### config.mk
export PLATFORM = sky130hd
export DESIGN_NAME = mem_stage_access_unit
export DESIGN_NICKNAME = d
export VERILOG_FILES = /design/src/rtl/mem_stage_access_unit.sv
export SDC_FILE = /design/constraint.sdc
export NUM_CORES = 1
export LEC_CHECK = 0
export CORE_AREA = 3 3 93 95
export CTS_BUF_LIST = sky130_fd_sc_hd__clkbuf_4 sky130_fd_sc_hd__clkbuf_8
export CTS_CLUSTER_SIZE = 24
export DETAILED_ROUTE_END_ITERATION = 7
export DIE_AREA = 0 0 96 98
export HOLD_SLACK_MARGIN = 0.06
export PLACE_DENSITY_LB_ADDON = 0.05
export SLEW_MARGIN = 20
export SYNTH_ARGS = -nofsm -noshare
export SYNTH_HDL_FRONTEND = slang
export SYNTH_SLANG_ARGS = --single-unit
### constraint.sdc
create_clock -name clk -period 5.4 [get_ports clk]
set_input_delay 1.62 -clock clk [delete_from_list [all_inputs] [get_ports clk]]
set_output_delay 1.62 -clock clk [all_outputs]
set_load 0.01 [all_outputs]
### src/rtl/mem_stage_access_unit.sv
// MEM-stage access unit: turns EX/MEM register contents into data-memory req/ack accesses
// and registered writeback outputs. Optional access timeout is enabled with `define MEM_TIMEOUT_EN.
module mem_stage_access_unit #(
    parameter int DATA_W         = 16,
    parameter int RD_W           = 4,
    parameter int TIMEOUT_CYCLES = 15
) (
    input  logic              clk,
    input  logic              rest,
    input  logic              in_valid,
    input  logic [15:0]       ctrl_in,
    input  logic [DATA_W-1:0] alu_in,
    input  logic [DATA_W-1:0] store_in,
    input  logic [RD_W-1:0]   rd_in,
    output logic              stall,
    output logic              mem_req,
    output logic              mem_we,
    output logic [DATA_W-1:0] mem_addr,
    output logic [DATA_W-1:0] mem_wdata,
    input  logic [DATA_W-1:0] mem_rdata,
    input  logic              mem_ack,
    output logic              wb_valid,
    output logic [15:0]       wb_ctrl,
    output logic [DATA_W-1:0] wb_data,
    output logic [RD_W-1:0]   wb_rd,
    output logic              err
);

    typedef enum logic {
        IDLE   = 1'b0,
        ACCESS = 1'b1
    } state_t;

    state_t              state_q, state_d;
    logic                mem_req_q, mem_req_d;
    logic                mem_we_q, mem_we_d;
    logic [DATA_W-1:0]   mem_addr_q, mem_addr_d;
    logic [DATA_W-1:0]   mem_wdata_q, mem_wdata_d;
    logic                wb_valid_q, wb_valid_d;
    logic [15:0]         wb_ctrl_q, wb_ctrl_d;
    logic [DATA_W-1:0]   wb_data_q, wb_data_d;
    logic [RD_W-1:0]     wb_rd_q, wb_rd_d;
    logic [15:0]         lat_ctrl_q, lat_ctrl_d;
    logic [RD_W-1:0]     lat_rd_q, lat_rd_d;

`ifdef MEM_TIMEOUT_EN
    localparam int CNT_W = $clog2(TIMEOUT_CYCLES + 1);
    localparam logic [CNT_W-1:0] CNT_LAST = CNT_W'(TIMEOUT_CYCLES - 1);

    logic [CNT_W-1:0]    cnt_q, cnt_d;
    logic                err_q, err_d;
`endif

    always_ff @(posedge clk) begin
        if (rest) begin
            state_q     <= IDLE;
            mem_req_q   <= 1'b0;
            mem_we_q    <= 1'b0;
            mem_addr_q  <= '0;
            mem_wdata_q <= '0;
            wb_valid_q  <= 1'b0;
            wb_ctrl_q   <= '0;
            wb_data_q   <= '0;
            wb_rd_q     <= '0;
            lat_ctrl_q  <= '0;
            lat_rd_q    <= '0;
`ifdef MEM_TIMEOUT_EN
            cnt_q       <= '0;
            err_q       <= 1'b0;
`endif
        end else begin
            state_q     <= state_d;
            mem_req_q   <= mem_req_d;
            mem_we_q    <= mem_we_d;
            mem_addr_q  <= mem_addr_d;
            mem_wdata_q <= mem_wdata_d;
            wb_valid_q  <= wb_valid_d;
            wb_ctrl_q   <= wb_ctrl_d;
            wb_data_q   <= wb_data_d;
            wb_rd_q     <= wb_rd_d;
            lat_ctrl_q  <= lat_ctrl_d;
            lat_rd_q    <= lat_rd_d;
`ifdef MEM_TIMEOUT_EN
            cnt_q       <= cnt_d;
            err_q       <= err_d;
`endif
        end
    end

    // Next-state and next-output decode; wb_valid is a one-cycle pulse by default.
    always_comb begin
        state_d     = state_q;
        mem_req_d   = mem_req_q;
        mem_we_d    = mem_we_q;
        mem_addr_d  = mem_addr_q;
        mem_wdata_d = mem_wdata_q;
        wb_valid_d  = 1'b0;
        wb_ctrl_d   = wb_ctrl_q;
        wb_data_d   = wb_data_q;
        wb_rd_d     = wb_rd_q;
        lat_ctrl_d  = lat_ctrl_q;
        lat_rd_d    = lat_rd_q;
`ifdef MEM_TIMEOUT_EN
        cnt_d       = cnt_q;
        err_d       = err_q;
`endif

        unique case (state_q)
            IDLE: begin
                if (in_valid) begin
                    if (ctrl_in[1:0] != 2'b00) begin
                        // A combined read+write request is treated as a write.
                        lat_ctrl_d  = ctrl_in;
                        lat_rd_d    = rd_in;
                        mem_addr_d  = alu_in;
                        mem_wdata_d = store_in;
                        mem_we_d    = ctrl_in[1];
                        mem_req_d   = 1'b1;
                        state_d     = ACCESS;
`ifdef MEM_TIMEOUT_EN
                        cnt_d       = '0;
`endif
                    end else begin
                        wb_valid_d = 1'b1;
                        wb_data_d  = alu_in;
                        wb_ctrl_d  = ctrl_in;
                        wb_rd_d    = rd_in;
                    end
                end
            end
            ACCESS: begin
                if (mem_ack) begin
                    mem_req_d  = 1'b0;
                    state_d    = IDLE;
                    wb_valid_d = 1'b1;
                    wb_ctrl_d  = lat_ctrl_q;
                    wb_rd_d    = lat_rd_q;
                    wb_data_d  = mem_we_q ? mem_addr_q : mem_rdata;
                end
`ifdef MEM_TIMEOUT_EN
                else if (cnt_q == CNT_LAST) begin
                    // Abandon the access and retire it without a register write.
                    mem_req_d  = 1'b0;
                    state_d    = IDLE;
                    err_d      = 1'b1;
                    wb_valid_d = 1'b1;
                    wb_ctrl_d  = {lat_ctrl_q[15:3], 1'b0, lat_ctrl_q[1:0]};
                    wb_rd_d    = lat_rd_q;
                    wb_data_d  = mem_addr_q;
                end else begin
                    cnt_d = cnt_q + 1'b1;
                end
`endif
            end
            default: state_d = IDLE;
        endcase
    end

    assign stall     = (state_q == ACCESS);
    assign mem_req   = mem_req_q;
    assign mem_we    = mem_we_q;
    assign mem_addr  = mem_addr_q;
    assign mem_wdata = mem_wdata_q;
    assign wb_valid  = wb_valid_q;
    assign wb_ctrl   = wb_ctrl_q;
    assign wb_data   = wb_data_q;
    assign wb_rd     = wb_rd_q;

`ifdef MEM_TIMEOUT_EN
    assign err = err_q;
`else
    assign err = 1'b0;
`endif

endmodule

==> results of run 1 <==
[per-stage QoR]
step,std cells,util [%],worst slack [ns]
2_1_floorplan,452,-,2.57
3_3_place_gp,654,67.5,1.52
3_5_place_dp,654,67.5,1.51
4_1_cts,670,70.4,1.90
5_1_grt,670,70.4,1.78
6_report,670,70.4,1.89
[final cells by class]
cell class | count | share of cell area [%]
inverter | 1 | 0.0683
sequential | 91 | 33.2
multi-input combinational | 312 | 33.7
clock inverter | 7 | 1.82
clock buffer | 9 | 2.26
timing repair buffer | 148 | 26.7
tap | 102 | 2.32
[cells in the final DEF (no fill, tap or decap)]
cell and instances:
inv_1 1, conb_1 1, inv_6 1, nor4b_4 1, clkbuf_8 9, nand2b_2 1
and2_1 1, a21oi_4 1, nand2_1 22, buf_2 1, nand3_1 54, o21ai_0 50
nor2b_4 1, or4b_1 1, or2_2 1, nor2_1 16, dfxtp_1 90, a211oi_1 18
nor2_4 1, o2bb2ai_1 16, buf_4 5, nand2b_1 1, a21oi_1 72, mux2i_1 34
dfxtp_2 1, bufinv_16 2, clkinv_4 3, nand3b_1 2, nor3_1 18, clkdlybuf4s50_1 142
clkinv_2 1
[logic make-up (layout without fill, tap and decap cells)]
| group | Yosys count | count (layout) |
|---|---|---|
| AO/OA/AOI/OAI | 157 | 157 |
| AND/OR/NAND/NOR | 120 | 120 |
| flip-flops | 91 | 91 |
| buffers and inverters | 49 | 165 |
| multiplexers | 34 | 34 |
| other | 1 | 1 |
[state kept, by name, summed over array words and instances, names as in the netlist]
signal / cells
lat_ctrl_q: 16
mem_req: 1
mem_addr: 16
wb_ctrl: 16
mem_wdata: 16
stall: 1
wb_valid: 1
wb_rd: 4
lat_rd_q: 4
wb_data: 16
[critical path, delay by kind of cell]
kind	cells	cell delay, ns
buffers and inverters	2	0.88
AO/OA/AOI/OAI	1	0.11
AND/OR/NAND/NOR	2	1.10
[where the power goes]
part	switching [mW]	internal, mW
Combinational	0.151	0.160
Clock	0.246	0.264
Sequential	0.0235	0.715
[per-layer routing]
layer / GRT usage, % / vias up / routed length, µm
met3: 7.40 / 18 / 981
met4: 9.30 / 0 / 216
li1: - / 1849 / -
met1: 31.4 / 1813 / 4690
met5: 0 / - / 0
met2: 35.5 / 139 / 5300
[path summary, 6_finish.rpt]
check | slack [ns] | depth (start not counted) | from | to
max reg2reg | 3.02 | 5 | stall | wb_rd[0]
max | 1.89 | 5 | ctrl_in[0] | wb_rd[0]
min reg2reg | 0.46 | 2 | mem_req | mem_req
min | 0.46 | 2 | mem_req | mem_req
==> out/metrics.yaml, run 1 <==
startpoint_type: "input port"
synth_compound_area_share_pct: 23.4
synthMuxAreaShare_pct: 8.83
path_clk_slew_ns: 0.09
post_dp_cell_area_mm2: 0.00527
synth_common_cells: "91 x dfxtp_1, 72 x a21oi_1, 54 x nand3_1"
timing.fmax_mhz: 285
grt_pass1_vias: 3627
cts_tree: "done"
dp_hpwl_um: 7150
drtAntennaViolNets: 0
cts_made_buffers: 9
nFillCells: 662
syn_nets: 524
cts.path.max_buffers: 2
hold_slack_ns: 0.462
netlist_area_mm2: 0.00386
clkLatencyLatePin_ns: 0.36
post_cts_buffers: 0
synthTopCellsByArea: "dfxtp_1 47%, a21oi_1 9.3%, mux2i_1 8.8%"
rows: 32
synth_top_flop_cell: "dfxtp_1"
rsz0062_at_grt: "no"
arrival_ns: 3.73
synth_seq_cells: 91
core_area_mm2: 0.00781
status: "finished, final reports clean"
track_usage_pct: 23.6
multi_input_area_mm2: 0.00185
grt-ovfl-total: 0
min_path_type: "reg2reg"
period_minus_slack_ns: 3.51
cts-resized-gates: 0
ios: 145
cp_slowest_stage_delay_ns: 0.67
crit_type: "in2reg"
postLayoutCellArea_mm2: 0.00549
wl_um: 11200
synthCells: 452
synth_top_area_share_pct: 47.2
setup_viol: 0
ys_warn_count: 0
antenna_found_initial: 0
cts_max_level: 3
period_share_pct: 65.0
crit_chain: "clkdlybuf4s50_1, or4b_1, nand2_1, buf_4, a211oi_1"
die_y_um: 98
grt_max_degree: 62
gp_congestion: 0.788
antennaDiodeCount: 0
cts.sinks: 91
totalNegativeSetupSlack_ns: 0
synth_fa_ha_area_share_pct: 0
portBuffers: 143
hold_violations: 0
firstDrtPassIters: 4
layout.nets: 635
synth_area_per_cell_um2: 8.53
die_w_um: 96
synthDistinctLibCells: 25
power.total_mw: 1.56
die-area_mm2: 0.00941
ctsHoldBuffers: 0
vias_per_cell: 5.70
grt_pass1_wl_um: 17900
ys_seq_area_share_pct: 47.2
synth.most_common_cell: "dfxtp_1"
start_util_pct: 49.4
drv_cap: 0
regArea_mm2: 0.00182
max_slew.worst_pin.slew_ns: 1.09
cellPowerDensity_mw_per_mm2: 284
route.detailed.drc: 0
fin_worst_skew_ns: 0.0147
synth_area_leader_cell: "dfxtp_1"
post_route_cells_drive_above_1_share_pct: 5.11
synth-simple-area-share_pct: 15.0
syn_to_final_growth_pct: 42.4
cp_max_fo: 21
synth-xor-area-share_pct: 0
slew_headroom_pct: 27.4
ir_drop_mv: 0.149
worstPathRequired_ns: 5.62
synth-async-reset-ratio_pct: 0
first_iter_violations: 275
synth_top_family_by_area: "compound AO/OA/AOI/OAI gates"
cp-end-kind: "flop"
wl_per_cell_um: 16.7
cts-root-buf: "clkbuf_8"
via_count: 3819
crit_slowest_cell: "or4b_1"
slew_viol_final: 0
synth_edf_count: 0
leakage_nw: 1.87
Note: power is estimated with default switching activity, not from simulation.
==> run 2, diff against run 1 <==
--- a/config.mk
+++ b/config.mk
@@ -5,11 +5,11 @@
 export SDC_FILE = /design/constraint.sdc
 export NUM_CORES = 1
 export LEC_CHECK = 0
-export CORE_AREA = 3 3 93 95
+export CORE_AREA = 3 3 96 98
 export CTS_BUF_LIST = sky130_fd_sc_hd__clkbuf_4 sky130_fd_sc_hd__clkbuf_8
 export CTS_CLUSTER_SIZE = 24
 export DETAILED_ROUTE_END_ITERATION = 7
-export DIE_AREA = 0 0 96 98
+export DIE_AREA = 0 0 99 101
 export HOLD_SLACK_MARGIN = 0.06
 export PLACE_DENSITY_LB_ADDON = 0.05
 export SLEW_MARGIN = 20
==> constraint.sdc (replaced) <==
create_clock -name clk -period 3.6 [get_ports clk]
set_input_delay 1.08 -clock clk [delete_from_list [all_inputs] [get_ports clk]]
set_output_delay 1.08 -clock clk [all_outputs]
set_load 0.01 [all_outputs]
==> out/metrics.yaml, run 2 (synthesis gave the netlist of run 1 again) <==
via_count: 3820
worstPathRequired_ns: 2.52
fin_worst_skew_ns: 0.00800
rows: 34
firstDrtPassIters: 4
internal-power_mw: 1.64
crit_type: "reg2out"
regArea_mm2: 0.00182
hold_path.startpoint: "lat_ctrl_q[0]"
period_share_pct: 78.7
timing.fmax_mhz: 353
multi_input_area_mm2: 0.00185
die-area_mm2: 0.0100
pwr-share-seq_pct: 49.3
dp_hpwl_um: 7530
grt_max_degree: 52
switching_share_pct: 27.4
cts_made_buffers: 9
cp_slowest_stage_delay_ns: 0.74
wl_um: 11500
period_minus_slack_ns: 2.83
ctsHoldBuffers: 0
vias_per_cell: 5.60
cellPowerDensity_mw_per_mm2: 411
reg2reg_slack_ns: 0.94
ir_drop_mv: 0.217
worst-path-stages: 1
track_usage_pct: 23.1
cts_tree: "done"
rsz0062_at_grt: "no"
portBuffers: 143
route.detailed.drc: 0
die_y_um: 101
min_to: "lat_ctrl_q[0]"
slew_headroom_pct: 49.6
path_delay_family: "flip-flops"
post_route_cells_drive_above_1_share_pct: 5.92
cts-root-buf: "clkbuf_8"
die_w_um: 99
status: "finished, final reports clean"
dp_cells: 666
hold_depth: 2
setup_viol: 0
gp_congestion: 0.750
mostFrequentLayoutCells: "142 x clkdlybuf4s50_1, 90 x dfxtp_1, 72 x a21oi_1"
crit_slowest_cell: "dfxtp_2"
startpoint_type: "flop"
wl_per_cell_um: 16.8
totalNegativeSetupSlack_ns: 0
clkLatencyLatePin_ns: 0.35
grt_pass1_wl_um: 18600
min_path_type: "reg2reg"
post_cts_buffers: 0
cp_max_fo: 27
p_clk_share_pct: 30.1
slew_viol_final: 0
grt-ovfl-total: 0
layout_commonest_cell: "clkdlybuf4s50_1"
antennaDiodeCount: 0
layout.nets: 641
combPwrFrac_pct: 20.6
r2r_start: "stall"
syn_to_final_growth_pct: 43.1
drtAntennaViolNets: 0
path_buf_inv: 1
rr_worst_depth: 5
start_util_pct: 45.1
cts.path.max_buffers: 2
first_iter_violations: 162
max_slew.worst_pin.slew_ns: 0.756
cp-end-kind: "primary output"
cts-resized-gates: 0
r2r-end: "mem_wdata[11]"
path_clk_slew_ns: 0.08
core_area_mm2: 0.00855
arrival_ns: 1.75
cts_max_level: 3
hold_violations: 0
fin_cells: 682
ios: 145
drv_cap: 0
leakage_nw: 1.88
cts.sinks: 91
crit_chain: "clkdlybuf4s50_1"
grt_pass1_vias: 3717
nFillCells: 753
antenna_found_initial: 0
p_sw_mw: 0.620
[run 2: cell type report]
type / count / share of cell area [%]
Multi-Input combinational cell: 312 / 33.5
Clock inverter: 6 / 1.20
Sequential cell: 91 / 33.0
Tap cell: 108 / 2.45
Clock buffer: 10 / 2.38
Timing Repair Buffer: 154 / 27.4
Inverter: 1 / 0.0680
[run 2: worst min-delay path, stage by stage (launching register included)]
cell and delay [ns]:
dfxtp_1 0.31, nand2_1 0.05, a21oi_1 0.05
[run 2: through the flow]
stage / setup WS [ns] / hold WS (ns) / area (µm²) / total power [mW] / utilization [%]
after detailed placement: 0.540 / 0.458 / 5320 / 1.61 / 62.2
after global placement: 0.617 / 0.446 / 5320 / 1.60 / 62.2
after floorplan: 1.31 / 0.437 / 3860 / 1.36 / -
final: 0.767 / 0.465 / 5520 / 2.26 / 64.5
after global routing: 0.679 / 0.501 / 5520 / 2.38 / 64.5
after CTS: 0.745 / 0.469 / 5520 / 2.29 / 64.5
[run 2: power by group through the flow]
stage / registers, mW / clock network (mW) / logic, mW
after floorplan: 1.15 / 0 / 0.206
after global placement: 1.14 / 0 / 0.462
after detailed placement: 1.14 / 0 / 0.469
after CTS: 1.12 / 0.701 / 0.470
after global routing: 1.13 / 0.743 / 0.509
final: 1.12 / 0.682 / 0.467
[run 2: routing by layer]
layer / track usage [%] / wire length [µm]
met2: 39.1 / 5600
met5: 0 / 0
met3: 5.88 / 867
met1: 28.9 / 4900
met4: 7.25 / 116
[run 2: how the worst max path moves through the flow]
stage | startpoint | end | slack [ns]
final | stall | stall | 0.77
after global routing | stall | stall | 0.68
after CTS | stall | stall | 0.75
after detailed placement | ctrl_in[0] | wb_data[0] | 0.54
after global placement | ctrl_in[0] | wb_data[6] | 0.62
after floorplan | ctrl_in[0] | wb_ctrl[11] | 1.31
